==> src/rtl/mem_pkg.sv <==
// Shared definitions for the memory (M) pipeline stage: funct3 width codes,
// AMO operation codes, the canonical NOP encoding and the write FSM states.
package mem_pkg;

   // Canonical bubble instruction (add x0, x0, x0)
   localparam logic [31:0] NOP_INSTR = 32'h0000_0033;

   // Load width codes (funct3)
   localparam logic [2:0] F3_LB  = 3'b000;
   localparam logic [2:0] F3_LH  = 3'b001;
   localparam logic [2:0] F3_LW  = 3'b010;
   localparam logic [2:0] F3_LBU = 3'b100;
   localparam logic [2:0] F3_LHU = 3'b101;

   // Store width codes (funct3)
   localparam logic [2:0] F3_SB  = 3'b000;
   localparam logic [2:0] F3_SH  = 3'b001;
   localparam logic [2:0] F3_SW  = 3'b010;

   // AMO operation codes found in funct7[6:2]
   localparam logic [4:0] AMO_ADD  = 5'h00;
   localparam logic [4:0] AMO_SWAP = 5'h01;
   localparam logic [4:0] AMO_LR   = 5'h02;
   localparam logic [4:0] AMO_SC   = 5'h03;

   // Data-memory write port handshake state
   typedef enum logic {
      ST_IDLE = 1'b0,
      ST_WAIT = 1'b1
   } wr_state_e;

   // Word-aligned version of a byte address
   function automatic logic [31:0] word_addr(input logic [31:0] addr);
      return {addr[31:2], 2'b00};
   endfunction

   // Read-modify-write AMOs (everything except LR/SC) always write the new value
   function automatic logic amo_is_rmw(input logic [4:0] op);
      return (op != AMO_LR) && (op != AMO_SC);
   endfunction

endpackage

==> src/rtl/memory_unit_align.sv <==
// Combinational byte-lane logic: positions store data and byte enables,
// extracts and extends load data, and detects misaligned accesses.
module load_store_align
   import mem_pkg::*;
(
   input  logic [2:0]  funct3_i,
   input  logic [1:0]  offset_i,
   input  logic        is_amo_i,
   input  logic [31:0] store_data_i,
   input  logic [31:0] mdata_i,
   output logic [31:0] load_data_o,
   output logic [31:0] store_data_o,
   output logic [3:0]  store_mask_o,
   output logic        misalign_o
);

   logic [7:0]  byte_sel;
   logic [15:0] half_sel;

   // Pick the addressed byte/half out of the memory word and extend it
   always_comb begin
      byte_sel    = mdata_i[{offset_i, 3'b000} +: 8];
      half_sel    = offset_i[1] ? mdata_i[31:16] : mdata_i[15:0];
      load_data_o = mdata_i;
      case (funct3_i)
         F3_LB:   load_data_o = {{24{byte_sel[7]}}, byte_sel};
         F3_LH:   load_data_o = {{16{half_sel[15]}}, half_sel};
         F3_LW:   load_data_o = mdata_i;
         F3_LBU:  load_data_o = {24'd0, byte_sel};
         F3_LHU:  load_data_o = {16'd0, half_sel};
         default: load_data_o = mdata_i;
      endcase
   end

   // Replicate store data across lanes and enable only the addressed bytes
   always_comb begin
      store_mask_o = 4'b1111;
      store_data_o = store_data_i;
      case (funct3_i)
         F3_SB: begin
            store_mask_o = 4'b0001 << offset_i;
            store_data_o = {4{store_data_i[7:0]}};
         end
         F3_SH: begin
            store_mask_o = offset_i[1] ? 4'b1100 : 4'b0011;
            store_data_o = {2{store_data_i[15:0]}};
         end
         F3_SW: begin
            store_mask_o = 4'b1111;
            store_data_o = store_data_i;
         end
         default: begin
            store_mask_o = 4'b1111;
            store_data_o = store_data_i;
         end
      endcase
   end

   // Halfwords need even addresses; words and AMOs need word alignment
   always_comb begin
      misalign_o = 1'b0;
      if (is_amo_i) begin
         misalign_o = (offset_i != 2'b00);
      end else if (funct3_i[1:0] == 2'b01) begin
         misalign_o = offset_i[0];
      end else if (funct3_i[1:0] == 2'b10) begin
         misalign_o = (offset_i != 2'b00);
      end
   end

endmodule

==> src/rtl/memory_unit.sv <==
// Pipeline M stage: load formatting, store/AMO/SC writes over a valid/ready
// port, LR/SC reservation, CSR write strobe and the MW writeback bank.
module memory_unit
   import mem_pkg::*;
#(
   parameter bit LRSC_EN        = 1'b1,
   parameter bit MISALIGN_CHECK = 1'b1
)(
   input  logic        clk_i,
   input  logic        reset_i,
   input  logic        W_flush_i,
   output logic        M_stall_o,
   input  logic [31:0] EM_PC_i,
   input  logic [31:0] EM_instr_i,
   input  logic        EM_nop_i,
   input  logic        EM_isLoad_i,
   input  logic        EM_isStore_i,
   input  logic        EM_isCSR_i,
   input  logic        EM_isAMO_i,
   input  logic        EM_wbEnable_i,
   input  logic [5:0]  EM_rdId_i,
   input  logic [5:0]  EM_rs1Id_i,
   input  logic [11:0] EM_csrId_i,
   input  logic [2:0]  EM_funct3_i,
   input  logic [6:0]  EM_funct7_i,
   input  logic [31:0] EM_rs2_i,
   input  logic [31:0] EM_Eresult_i,
   input  logic [31:0] EM_addr_i,
   input  logic [31:0] EM_Mdata_i,
   input  logic [31:0] EM_CSRdata_i,
   output logic        DMemWValid_o,
   input  logic        DMemWReady_i,
   output logic [31:0] DMemWAddr_o,
   output logic [31:0] DMemWData_o,
   output logic [3:0]  DMemWMask_o,
   output logic        csrWEnable_o,
   output logic [11:0] csrWAddr_o,
   output logic [31:0] csrWData_o,
   output logic [31:0] MW_PC_o,
   output logic [31:0] MW_instr_o,
   output logic        MW_nop_o,
   output logic [5:0]  MW_rdId_o,
   output logic [31:0] MW_wbData_o,
   output logic        MW_wbEnable_o,
   output logic        MW_misalign_o
);

   logic        unused_funct7_low;

   logic [31:0] load_data;
   logic [31:0] st_data;
   logic [3:0]  st_mask;
   logic        raw_misalign;

   logic [4:0]  amo_op;
   logic        active;
   logic        is_lr;
   logic        is_sc;
   logic        misalign;
   logic        res_hit;
   logic        sc_ok;
   logic        need_write;
   logic [31:0] wr_data_now;
   logic [3:0]  wr_mask_now;
   logic [31:0] wb_data;

   logic        w_valid;
   logic        stall;
   logic        csr_fire;

   wr_state_e   state_q, state_d;
   logic [31:0] wr_addr_q, wr_addr_d;
   logic [31:0] wr_data_q, wr_data_d;
   logic [3:0]  wr_mask_q, wr_mask_d;
   logic        res_valid_q, res_valid_d;
   logic [29:0] res_addr_q, res_addr_d;

   logic [31:0] mw_pc_q, mw_pc_d;
   logic [31:0] mw_instr_q, mw_instr_d;
   logic        mw_nop_q, mw_nop_d;
   logic [5:0]  mw_rd_q, mw_rd_d;
   logic [31:0] mw_wb_data_q, mw_wb_data_d;
   logic        mw_wb_en_q, mw_wb_en_d;
   logic        mw_misalign_q, mw_misalign_d;

   assign unused_funct7_low = ^EM_funct7_i[1:0];

   load_store_align u_align (
      .funct3_i     (EM_funct3_i),
      .offset_i     (EM_addr_i[1:0]),
      .is_amo_i     (EM_isAMO_i),
      .store_data_i (EM_rs2_i),
      .mdata_i      (EM_Mdata_i),
      .load_data_o  (load_data),
      .store_data_o (st_data),
      .store_mask_o (st_mask),
      .misalign_o   (raw_misalign)
   );

   // Decode the instruction in M: misalignment, SC outcome, whether a write is needed
   always_comb begin
      amo_op     = EM_funct7_i[6:2];
      active     = !EM_nop_i;
      is_lr      = active && EM_isAMO_i && (amo_op == AMO_LR);
      is_sc      = active && EM_isAMO_i && (amo_op == AMO_SC);
      misalign   = MISALIGN_CHECK && active &&
                   (EM_isLoad_i || EM_isStore_i || EM_isAMO_i) && raw_misalign;
      res_hit    = LRSC_EN && res_valid_q && (res_addr_q == EM_addr_i[31:2]);
      sc_ok      = is_sc && res_hit && !misalign;
      need_write = active && !misalign &&
                   (EM_isStore_i || (EM_isAMO_i && amo_is_rmw(amo_op)) || sc_ok);
      wr_data_now = st_data;
      wr_mask_now = st_mask;
      if (EM_isAMO_i) begin
         wr_mask_now = 4'b1111;
         wr_data_now = (amo_op == AMO_SC) ? EM_rs2_i : EM_Eresult_i;
      end
   end

   // Write handshake FSM: issue in IDLE, hold registered copies while waiting
   always_comb begin
      state_d     = state_q;
      wr_addr_d   = wr_addr_q;
      wr_data_d   = wr_data_q;
      wr_mask_d   = wr_mask_q;
      w_valid     = 1'b0;
      stall       = 1'b0;
      DMemWAddr_o = word_addr(EM_addr_i);
      DMemWData_o = wr_data_now;
      DMemWMask_o = wr_mask_now;
      case (state_q)
         ST_IDLE: begin
            if (need_write) begin
               w_valid = 1'b1;
               if (!DMemWReady_i) begin
                  stall     = 1'b1;
                  state_d   = ST_WAIT;
                  wr_addr_d = word_addr(EM_addr_i);
                  wr_data_d = wr_data_now;
                  wr_mask_d = wr_mask_now;
               end
            end
         end
         ST_WAIT: begin
            w_valid     = 1'b1;
            DMemWAddr_o = wr_addr_q;
            DMemWData_o = wr_data_q;
            DMemWMask_o = wr_mask_q;
            if (DMemWReady_i) begin
               state_d = ST_IDLE;
            end else begin
               stall = 1'b1;
            end
         end
         default: state_d = ST_IDLE;
      endcase
   end

   assign DMemWValid_o = reset_i && w_valid;
   assign M_stall_o    = reset_i && stall;

   // Reservation tracking: LR sets it, SC or a write to the reserved word clears it
   always_comb begin
      res_valid_d = res_valid_q;
      res_addr_d  = res_addr_q;
      if (!stall && active && !misalign) begin
         if (is_lr) begin
            res_valid_d = LRSC_EN;
            res_addr_d  = EM_addr_i[31:2];
         end else if (is_sc) begin
            res_valid_d = 1'b0;
         end else if (need_write && res_hit) begin
            res_valid_d = 1'b0;
         end
      end
   end

   // CSR strobe fires once, when the instruction is actually retiring
   always_comb begin
      csr_fire     = active && EM_isCSR_i && !stall &&
                     !(EM_funct3_i[1] && (EM_rs1Id_i == 6'd0));
      csrWEnable_o = reset_i && csr_fire;
      csrWAddr_o   = EM_csrId_i;
      csrWData_o   = EM_Eresult_i;
   end

   // Writeback value selection: load, CSR, AMO/SC, then ALU result
   always_comb begin
      wb_data = EM_Eresult_i;
      if (EM_isLoad_i) begin
         wb_data = load_data;
      end else if (EM_isCSR_i) begin
         wb_data = EM_CSRdata_i;
      end else if (EM_isAMO_i) begin
         wb_data = (amo_op == AMO_SC) ? {31'd0, !sc_ok} : EM_Mdata_i;
      end
   end

   // MW bank takes the current instruction only when not stalled or flushed
   always_comb begin
      mw_pc_d       = 32'd0;
      mw_instr_d    = NOP_INSTR;
      mw_nop_d      = 1'b1;
      mw_rd_d       = 6'd0;
      mw_wb_data_d  = 32'd0;
      mw_wb_en_d    = 1'b0;
      mw_misalign_d = 1'b0;
      if (!W_flush_i && !stall) begin
         mw_pc_d       = EM_PC_i;
         mw_instr_d    = EM_instr_i;
         mw_nop_d      = EM_nop_i;
         mw_rd_d       = EM_rdId_i;
         mw_wb_data_d  = wb_data;
         mw_wb_en_d    = EM_wbEnable_i && active && !misalign;
         mw_misalign_d = misalign;
      end
   end

   // State registers with synchronous active-low reset
   always_ff @(posedge clk_i) begin
      if (!reset_i) begin
         state_q       <= ST_IDLE;
         wr_addr_q     <= 32'd0;
         wr_data_q     <= 32'd0;
         wr_mask_q     <= 4'd0;
         res_valid_q   <= 1'b0;
         res_addr_q    <= 30'd0;
         mw_pc_q       <= 32'd0;
         mw_instr_q    <= NOP_INSTR;
         mw_nop_q      <= 1'b1;
         mw_rd_q       <= 6'd0;
         mw_wb_data_q  <= 32'd0;
         mw_wb_en_q    <= 1'b0;
         mw_misalign_q <= 1'b0;
      end else begin
         state_q       <= state_d;
         wr_addr_q     <= wr_addr_d;
         wr_data_q     <= wr_data_d;
         wr_mask_q     <= wr_mask_d;
         res_valid_q   <= res_valid_d;
         res_addr_q    <= res_addr_d;
         mw_pc_q       <= mw_pc_d;
         mw_instr_q    <= mw_instr_d;
         mw_nop_q      <= mw_nop_d;
         mw_rd_q       <= mw_rd_d;
         mw_wb_data_q  <= mw_wb_data_d;
         mw_wb_en_q    <= mw_wb_en_d;
         mw_misalign_q <= mw_misalign_d;
      end
   end

   assign MW_PC_o       = mw_pc_q;
   assign MW_instr_o    = mw_instr_q;
   assign MW_nop_o      = mw_nop_q;
   assign MW_rdId_o     = mw_rd_q;
   assign MW_wbData_o   = mw_wb_data_q;
   assign MW_wbEnable_o = mw_wb_en_q;
   assign MW_misalign_o = mw_misalign_q;

endmodule

==> config.mk <==
export PLATFORM = sky130hd
export DESIGN_NAME = memory_unit
export DESIGN_NICKNAME = d
export VERILOG_FILES = /design/src/rtl/mem_pkg.sv /design/src/rtl/memory_unit_align.sv /design/src/rtl/memory_unit.sv
export SDC_FILE = /design/constraint.sdc
export NUM_CORES = 1
export LEC_CHECK = 0
export ABC_AREA = 1
export BUFFER_PORTS_ARGS = -buffer_cell sky130_fd_sc_hd__buf_4
export CORE_AREA = 4 4 188 190
export DETAILED_ROUTE_END_ITERATION = 12
export DIE_AREA = 0 0 192 194
export REMOVE_ABC_BUFFERS = 1
export SLEW_MARGIN = 20
export SYNTH_ARGS = -nofsm -noshare
export SYNTH_HDL_FRONTEND = slang
export SYNTH_SLANG_ARGS = --single-unit
==> constraint.sdc <==
create_clock -name clk_i -period 3 [get_ports clk_i]
set_input_delay 0.15 -clock clk_i [delete_from_list [all_inputs] [get_ports clk_i]]
set_output_delay 0.15 -clock clk_i [all_outputs]
set_load 0.005 [all_outputs]
Word-level counts from Yosys, hierarchy flattened
Index checks and enable logic that the tools add are counted.
{ "classes": {"eq_ne": 10, "n_shift": 2, "muxes": 26, "n_bitwise": 2, "reduce_logical": 43} }
{ "ops": {"columns": ["cell", "count"], "rows": [
  ["2-to-1 mux 32 bit", 8],
  ["one-hot mux 32 bit (4 select lines)", 1],
  ["one-hot mux 32 bit (2 select lines)", 1],
  ["indexed part select 32 x 6 -> 8 bit", 1],
  ["== test 30 bit", 1],
  ["logical AND 1 bit", 25],
  ["2-to-1 mux 16 bit", 1],
  ["2-to-1 mux 4 bit", 3],
  ["== test 5 x 2 -> 1 bit, second input constant", 2],
  ["inequality test 5 x 2 -> 1 bit, second input constant", 2],
  ["2-to-1 mux 1 bit", 9],
  ["one-hot mux 4 bit (2 select lines)", 1],
  ["== test 3 bit, second input constant", 2],
  ["zero test 1 bit", 6],
  ["zero test 6 bit", 1],
  ["AND reduction 2 bit", 3],
  ["logical OR 1 bit", 4],
  ["one-hot mux 1 bit (2 select lines)", 2],
  ["<< shifter 1 x 2 -> 4 bit, first input constant", 1],
  ["== test 3 x 1 -> 1 bit, second input constant", 1],
  ["zero test 3 bit", 1],
  ["AND reduction 3 bit", 1],
  ["nonzero test 3 bit", 1],
  ["== test 2 x 1 -> 1 bit, second input constant", 1],
  ["other kinds (3)", 4]
]} }
{ "word_totals": {"regBits": 203, "input_bits": 268, "output_inout_bits": 220, "wordCells": 96} }

Longest topological paths before layout
{ "logic_depth": {"word_depth": 15, "ltp_mapped": 17, "mapped_depth_nobuf": 15} }

Modules after synthesis
From an unflattened synthesis, not the netlist that was laid out.
{ "hier_totals": {"cells_unflattened": 1748, "hier_area_um2": 11040.6} }
{ "modules_own_cells": {"columns": ["mod", "instances", "cells_per_inst", "area_per_inst_um2", "seq_area_each_um2"], "rows": [
  ["memory_unit", 1, 1475, 9726.8, 4063.9],
  ["load_store_align", 1, 273, 1313.8, 0.0]
]} }

Least setup slack after synthesis
No wires, ideal clock.
{ "synth_path": {"path_kind": "reg-to-reg", "start": "register res_addr_q[0]", "end": "register mw_wb_data_q[19], in the netlist MW_wbData_o[19]", "setup_ns": 0.117, "arrival_ns": 1.610, "required_ns": 2.883, "path_slack_ns": 1.273, "path_stages_with_launch": 18, "path_buffers": 2, "period_less_slack_ns": 1.727, "path_cell_list": "dfxtp_1 inv_1 nand2_1 nand2_1 nor2_1 nand2_1 nor2_1 nand2_1 nor2_1 nand2_1 nand2_1 nand3_2 nand2_1 nor2_1 nand2_2 buf_6 buf_6 nor2_1"} }
{ "synth_between": {"elab_chain_cells": 11} }
{ "synth_lines": {"columns": ["item", "line_no", "source"], "rows": [
  ["start, declared", "memory_unit.sv:76", "logic [29:0] res_addr_q, res_addr_d;"],
  ["start signal, assigned", "memory_unit.sv:241", "res_addr_q <= res_addr_d;"],
  ["== test 30 bit", "memory_unit.sv:108", "res_hit = LRSC_EN && res_valid_q && (res_addr_q == EM_addr_i[31:2]);"],
  ["logical AND 1 bit", "memory_unit.sv:108", null],
  ["logical AND 1 bit (2 in a row)", "memory_unit.sv:109", "sc_ok = is_sc && res_hit && !misalign;"],
  ["logical OR 1 bit", "memory_unit.sv:111", "(EM_isStore_i || (EM_isAMO_i && amo_is_rmw(amo_op)) || sc_ok);"],
  ["logical AND 1 bit", "memory_unit.sv:110", "need_write = active && !misalign &&"],
  ["2-to-1 mux 1 bit", "memory_unit.sv:133", "if (need_write) begin"],
  ["one-hot mux 1 bit (2 select lines)", "memory_unit.sv:131", "case (state_q)"],
  ["zero test 1 bit", "memory_unit.sv:208", "if (!W_flush_i && !stall) begin"],
  ["logical AND 1 bit", "memory_unit.sv:208", null],
  ["AND reduction 2 bit (no source line)", null, null],
  ["end signal, assigned", "memory_unit.sv:246", "mw_wb_data_q <= mw_wb_data_d;"],
  ["end, declared", "memory_unit.sv:82", "logic [31:0] mw_wb_data_q, mw_wb_data_d;"]
]} }
Every way passes these cells.
A chain may end at the register's enable or synchronous reset.

Worst setup path after layout
{ "layout_path": {"start": "register res_addr_q[17]", "end": "output M_stall_o"} }
{ "layout_between": {"elab_chain_cells": 9} }
{ "layout_lines": {"columns": ["item", "line_no", "source"], "rows": [
  ["== test 30 bit", "memory_unit.sv:108", null],
  ["logical AND 1 bit", "memory_unit.sv:108", null],
  ["logical AND 1 bit (2 in a row)", "memory_unit.sv:109", null],
  ["logical OR 1 bit", "memory_unit.sv:111", null],
  ["logical AND 1 bit", "memory_unit.sv:110", null],
  ["2-to-1 mux 1 bit", "memory_unit.sv:133", null],
  ["one-hot mux 1 bit (2 select lines)", "memory_unit.sv:131", null],
  ["logical AND 1 bit", "memory_unit.sv:160", "assign M_stall_o = reset_i && stall;"],
  ["end, declared", "memory_unit.sv:12", "output logic M_stall_o,"]
]} }
Every way passes these cells.

==> results by stage <==
Die:
- After floorplanning, the core was divided into 67 placement rows.
- The floorplan die height is 194 um.
- 488 I/O pins were placed.
- The full die area is 37200 um^2.
- In this run the horizontal extent of the chip is 192 um.
- For this configuration, the core starts out at a cell density of 31.3%.
- The region available for standard cell placement spans ~33000 um^2.

STA:
- The worst pin sits at a relative slew slack of 41.7%.
- Setup repair after global routing left no endpoint under its margin.
- The count of final max-slew check failures is 0.
- The worst path in the final design needs a cycle of 2.79 ns, including I/O delays and setup.
- The final hold violation count is 0.
- The highest clock rate is 358 MHz.
- The transition time at the pin with the least slew margin is approximately 0.87 ns.
- The final number of setup-violating endpoints is 0.
- The portion of the clock cycle consumed by the worst path in the final layout is 93.0%.
- On the final layout, the worst clock skew is 0.0277 ns.

Logic synthesis:
- Among all cell types in the netlist, the one instantiated most often is sky130_fd_sc_hd__nand2_1.
- Counting flops and latches in the post-synthesis netlist gives 203.
- By count the netlist is led by 419 x sky130_fd_sc_hd__nand2_1, 223 x sky130_fd_sc_hd__nor2_1, 203 x sky130_fd_sc_hd__dfxtp_1.
- For this run, the number of Yosys warnings is 0.
- The mapped cell area is between 10000 and 15000 um^2.
- Yosys attributes the largest share of cell area to sky130_fd_sc_hd__dfxtp_1 39%, sky130_fd_sc_hd__nand2_1 15%, sky130_fd_sc_hd__nor2_1 8.0%.
- Synthesis instantiated 35 different standard cells from the library.
- The sequential-to-total area share from yosys stat is between 30% and 40%.
- The portion of synthesized cell area occupied by the leading cell type is between 30% and 40%.
- The synthesized design contains 0 enable-type register cells.
- Counting every instance in the synthesized netlist gives 1643.
- Counting flops with an async set or reset pin after synthesis yields a share of 0%.
- The post-synthesis cell type with the largest combined area is sky130_fd_sc_hd__dfxtp_1.
- For this run, the leading register cell type out of synthesis is sky130_fd_sc_hd__dfxtp_1.
- Each instance of the synthesized netlist takes up on average approximately 6.4 um^2.

GRT:
- Global routing finished with a remaining overflow of 0.
- The all-layer global routing usage is roughly 25%.
- The via count of the first global-routing pass was 12300.
- Entering global routing, the biggest net connects 73 pins.
- The number of antenna violations at the first check in global routing was 3.
- The first global-routing pass estimated 72.4 mm of wire.

Min path:
- The worst hold path belongs to the class in -> reg.

Routing:
- Detailed routing inserted a total of 12600 vias.
- The detail route stage leaves a number of antenna-violating nets equal to 0.
- The total wirelength of the detailed-routed design is 48.3 mm.
- Dividing the detail-routed via count by the number of cells gives 4.80.
- In the final routed layout, each cell accounts on average for 18.5 um.
- The number of DRC violations after detailed routing is 0.
- The number of DRC markers after the initial detailed-route iteration is 826.
- The first detailed-routing pass ran for 8 iterations.

Clock tree:
- The later pin in the worst-skew pair is clocked with a latency of roughly 0.53 ns.
- Clock-pin slew was measured on the worst setup and hold paths at 0.07 ns.
- TritonCTS built the clock tree.
- The CTS buffer count is 25.
- The tree built by TritonCTS fans out to 203 sinks.
- The maximum clock path buffer count is 3.
- The CTS root buffer is sky130_fd_sc_hd__clkbuf_16.
- The number of setup buffers added after CTS is 0.
- The total number of H-tree levels is 1.

Cells and area:
- The filler cells instantiated in the layout total approximately 3400.
- Summing all multi-input logic gate instances after layout gives between 4000 and 5000 um^2.
- The final instance count without filler cells is 2618.
- The area growth from synthesis to final layout is 54.2%.
- Cells with a size suffix above 1 make up 25.0% of the layout.
- The sequential cells in the finished layout cover a total of 4070 um^2.
- At the end of the flow the core is filled with cells to 48.3%.
- The total number of nets in the final design is 2420.

Worst setup path:
- The master of the slowest instance on the critical path is sky130_fd_sc_hd__dfxtp_1.
- Setup slack on the worst reg-to-reg path comes out at 0.26 ns.
- The critical path in this run is classified as reg -> out.
- In this design, the critical path's most frequently occurring cell is sky130_fd_sc_hd__nand2_1.
- The critical path goes through inv_1 -> nand2_1 -> nand2_1 -> nor2_1 -> nand2_1 -> nor2_1 -> nand2_1 -> nor2_2 -> nand2_1 -> nand2_1 -> nand3_2 -> buf_4 -> a21oi_2 -> buf_4.
- The delay contributed by the slowest stage of the critical path is 0.33 ns.
- For the worst setup path, the data required time is ~2.9 ns.
- The capturing element type of the critical path is a primary output.
- The critical path launch point type is a flip-flop.
- In this design, the largest share of critical-path delay is due to simple AND/OR/NAND/NOR gates.
- Data arrives at the worst endpoint at about 2.6 ns.
- Along the worst path, the maximum fanout reaches 20.
- The number of buffers and inverters on the critical path is 3.

Power:
- IR analysis of the VDD net gives a maximum drop of 0.421 mV.
- The clock network fraction of design power is 41.4%.
- The share of total power dissipated in sequential elements is 38.4%.
- Combinational logic burns between 20 and 25% of the power.
- The internal power contribution is about 5.4 mW.
- For this design the static power due to leakage is approximately 8 nW.
- The power density relative to cell area is 459 nW/um^2.
- The analysis attributes to net switching a power of 2.03 mW.
- The switching share of power is 27.4%.

Placed design:
- The congestion estimate from routability-driven global placement came to 0.877.
- In this run, placement finished with an instance count of 2439.
- The wire-length estimate of the detail-placed layout is 35.6 mm.
- Port buffering added approximately 460 buffers.

Flow run:
- The tool flagged a number of max-cap violations equal to 0.

Outcome:
- The flow ran to the end, and the final reports show no timing, DRC or antenna violations.
[power by group through the flow]
stage | Combinational (mW) | Clock [mW] | Sequential, mW
final | 1.50 | 3.07 | 2.84
after floorplan | 0.463 | 0 | 2.91
after detailed placement | 1.35 | 0 | 2.90
after global routing | 1.64 | 3.25 | 2.85
after CTS | 1.50 | 3.13 | 2.84
after global placement | 1.34 | 0 | 2.90
[through the flow]
| step | TNS (ns) | setup slack (ns) | instance area, um^2 | power (mW) | hold slack, ns |
|---|---|---|---|---|---|
| after floorplan | -166.24 | -1.11 | 9690 | 3.37 | 0.235 |
| after global placement | 0 | 0.321 | 14000 | 4.24 | 0.300 |
| after detailed placement | 0 | 0.271 | 14000 | 4.25 | 0.300 |
| after CTS | 0 | 0.0594 | 16200 | 7.47 | 0.0000104 |
| after global routing | 0 | 0.00446 | 16200 | 7.74 | 0.0364 |
| final | 0 | 0.209 | 16200 | 7.41 | 0.0185 |
[routing by layer]
metal | GRT usage, % | routed length [um] | up-vias
li1 | - | - | 6163
met4 | 10.1 | 2090 | 2
met2 | 41.5 | 23000 | 520
met3 | 7.99 | 4600 | 107
met5 | 0 | 20 | -
met1 | 29.1 | 18700 | 5771
[cells in the final DEF, fill, tap and decap left out, types with 3 or more instances in the layout]
master	Yosys	final
sky130_fd_sc_hd__a21oi_1	165	164
sky130_fd_sc_hd__buf_12	0	3
sky130_fd_sc_hd__buf_4	46	488
sky130_fd_sc_hd__clkbuf_1	54	4
sky130_fd_sc_hd__clkbuf_16	0	25
sky130_fd_sc_hd__clkbuf_8	0	6
sky130_fd_sc_hd__clkinv_1	5	4
sky130_fd_sc_hd__clkinv_2	0	3
sky130_fd_sc_hd__dfxtp_1	203	202
sky130_fd_sc_hd__dlygate4sd3_1	0	134
sky130_fd_sc_hd__inv_1	188	188
sky130_fd_sc_hd__inv_2	3	4
sky130_fd_sc_hd__nand2_1	419	419
sky130_fd_sc_hd__nand3_1	49	49
sky130_fd_sc_hd__nand4_1	3	3
sky130_fd_sc_hd__nor2_1	223	222
sky130_fd_sc_hd__nor3_1	4	4
sky130_fd_sc_hd__o211ai_1	29	29
sky130_fd_sc_hd__o21a_1	5	5
sky130_fd_sc_hd__o21ai_0	166	166
sky130_fd_sc_hd__o221ai_1	5	5
sky130_fd_sc_hd__o22ai_1	11	11
sky130_fd_sc_hd__or2_1	4	4
[worst paths after layout]
path / start / endpoint / cells past startpoint
max reg2reg: res_addr_q[17] / res_addr_q[26] / 16
max: res_addr_q[17] / M_stall_o / 14
min: EM_Mdata_i[20] / MW_wbData_o[20] / 5
min reg2reg: wr_data_q[9] / wr_data_q[9] / 2
[registers in the layout, indices dropped and copies added, names as in the netlist]
signal and cells:
MW_misalign_o 1, wr_mask_q 4, res_valid_q 1, MW_wbData_o 32, state_q 1, wr_addr_q 30, wr_data_q 32, MW_nop_o 1
MW_PC_o 32, res_addr_q 30, MW_instr_o 32, MW_rdId_o 6, MW_wbEnable_o 1
[cells by family after synthesis]
kind of cell | share of synthesized area (%)
simple gates | 26.5
other cells | 0.0358
xor+xnor | 0.0836
compound gates | 20.0
buf+inv | 14.6
flops | 38.8
[worst reg2reg max path, delay by kind of cell, from the launching register on]
kind	cells	cell delay [ns]
buf+inv	2	0.59
flops	1	0.33
simple gates	14	1.70
[what timing repair did]
item | in CTS | in global routing
gates cloned | 0 | 0
endpoints found under the hold margin | 154 | 0
resized for setup | 1 | 1
hold buffers | 134 | 0
endpoints found under the setup margin | 1 | 2
[layout make-up]
| class | count | area share, % |
|---|---|---|
| repair buffers | 625 | 31.3 |
| multi-input cells | 1101 | 30.3 |
| flip-flops and latches | 203 | 25.2 |
| inverters | 196 | 4.55 |
| clock buffers | 35 | 4.48 |
| well taps | 448 | 3.47 |
| clock inverters | 8 | 0.612 |
| diodes | 2 | 0.0310 |
(Power assumes the default switching activity.)
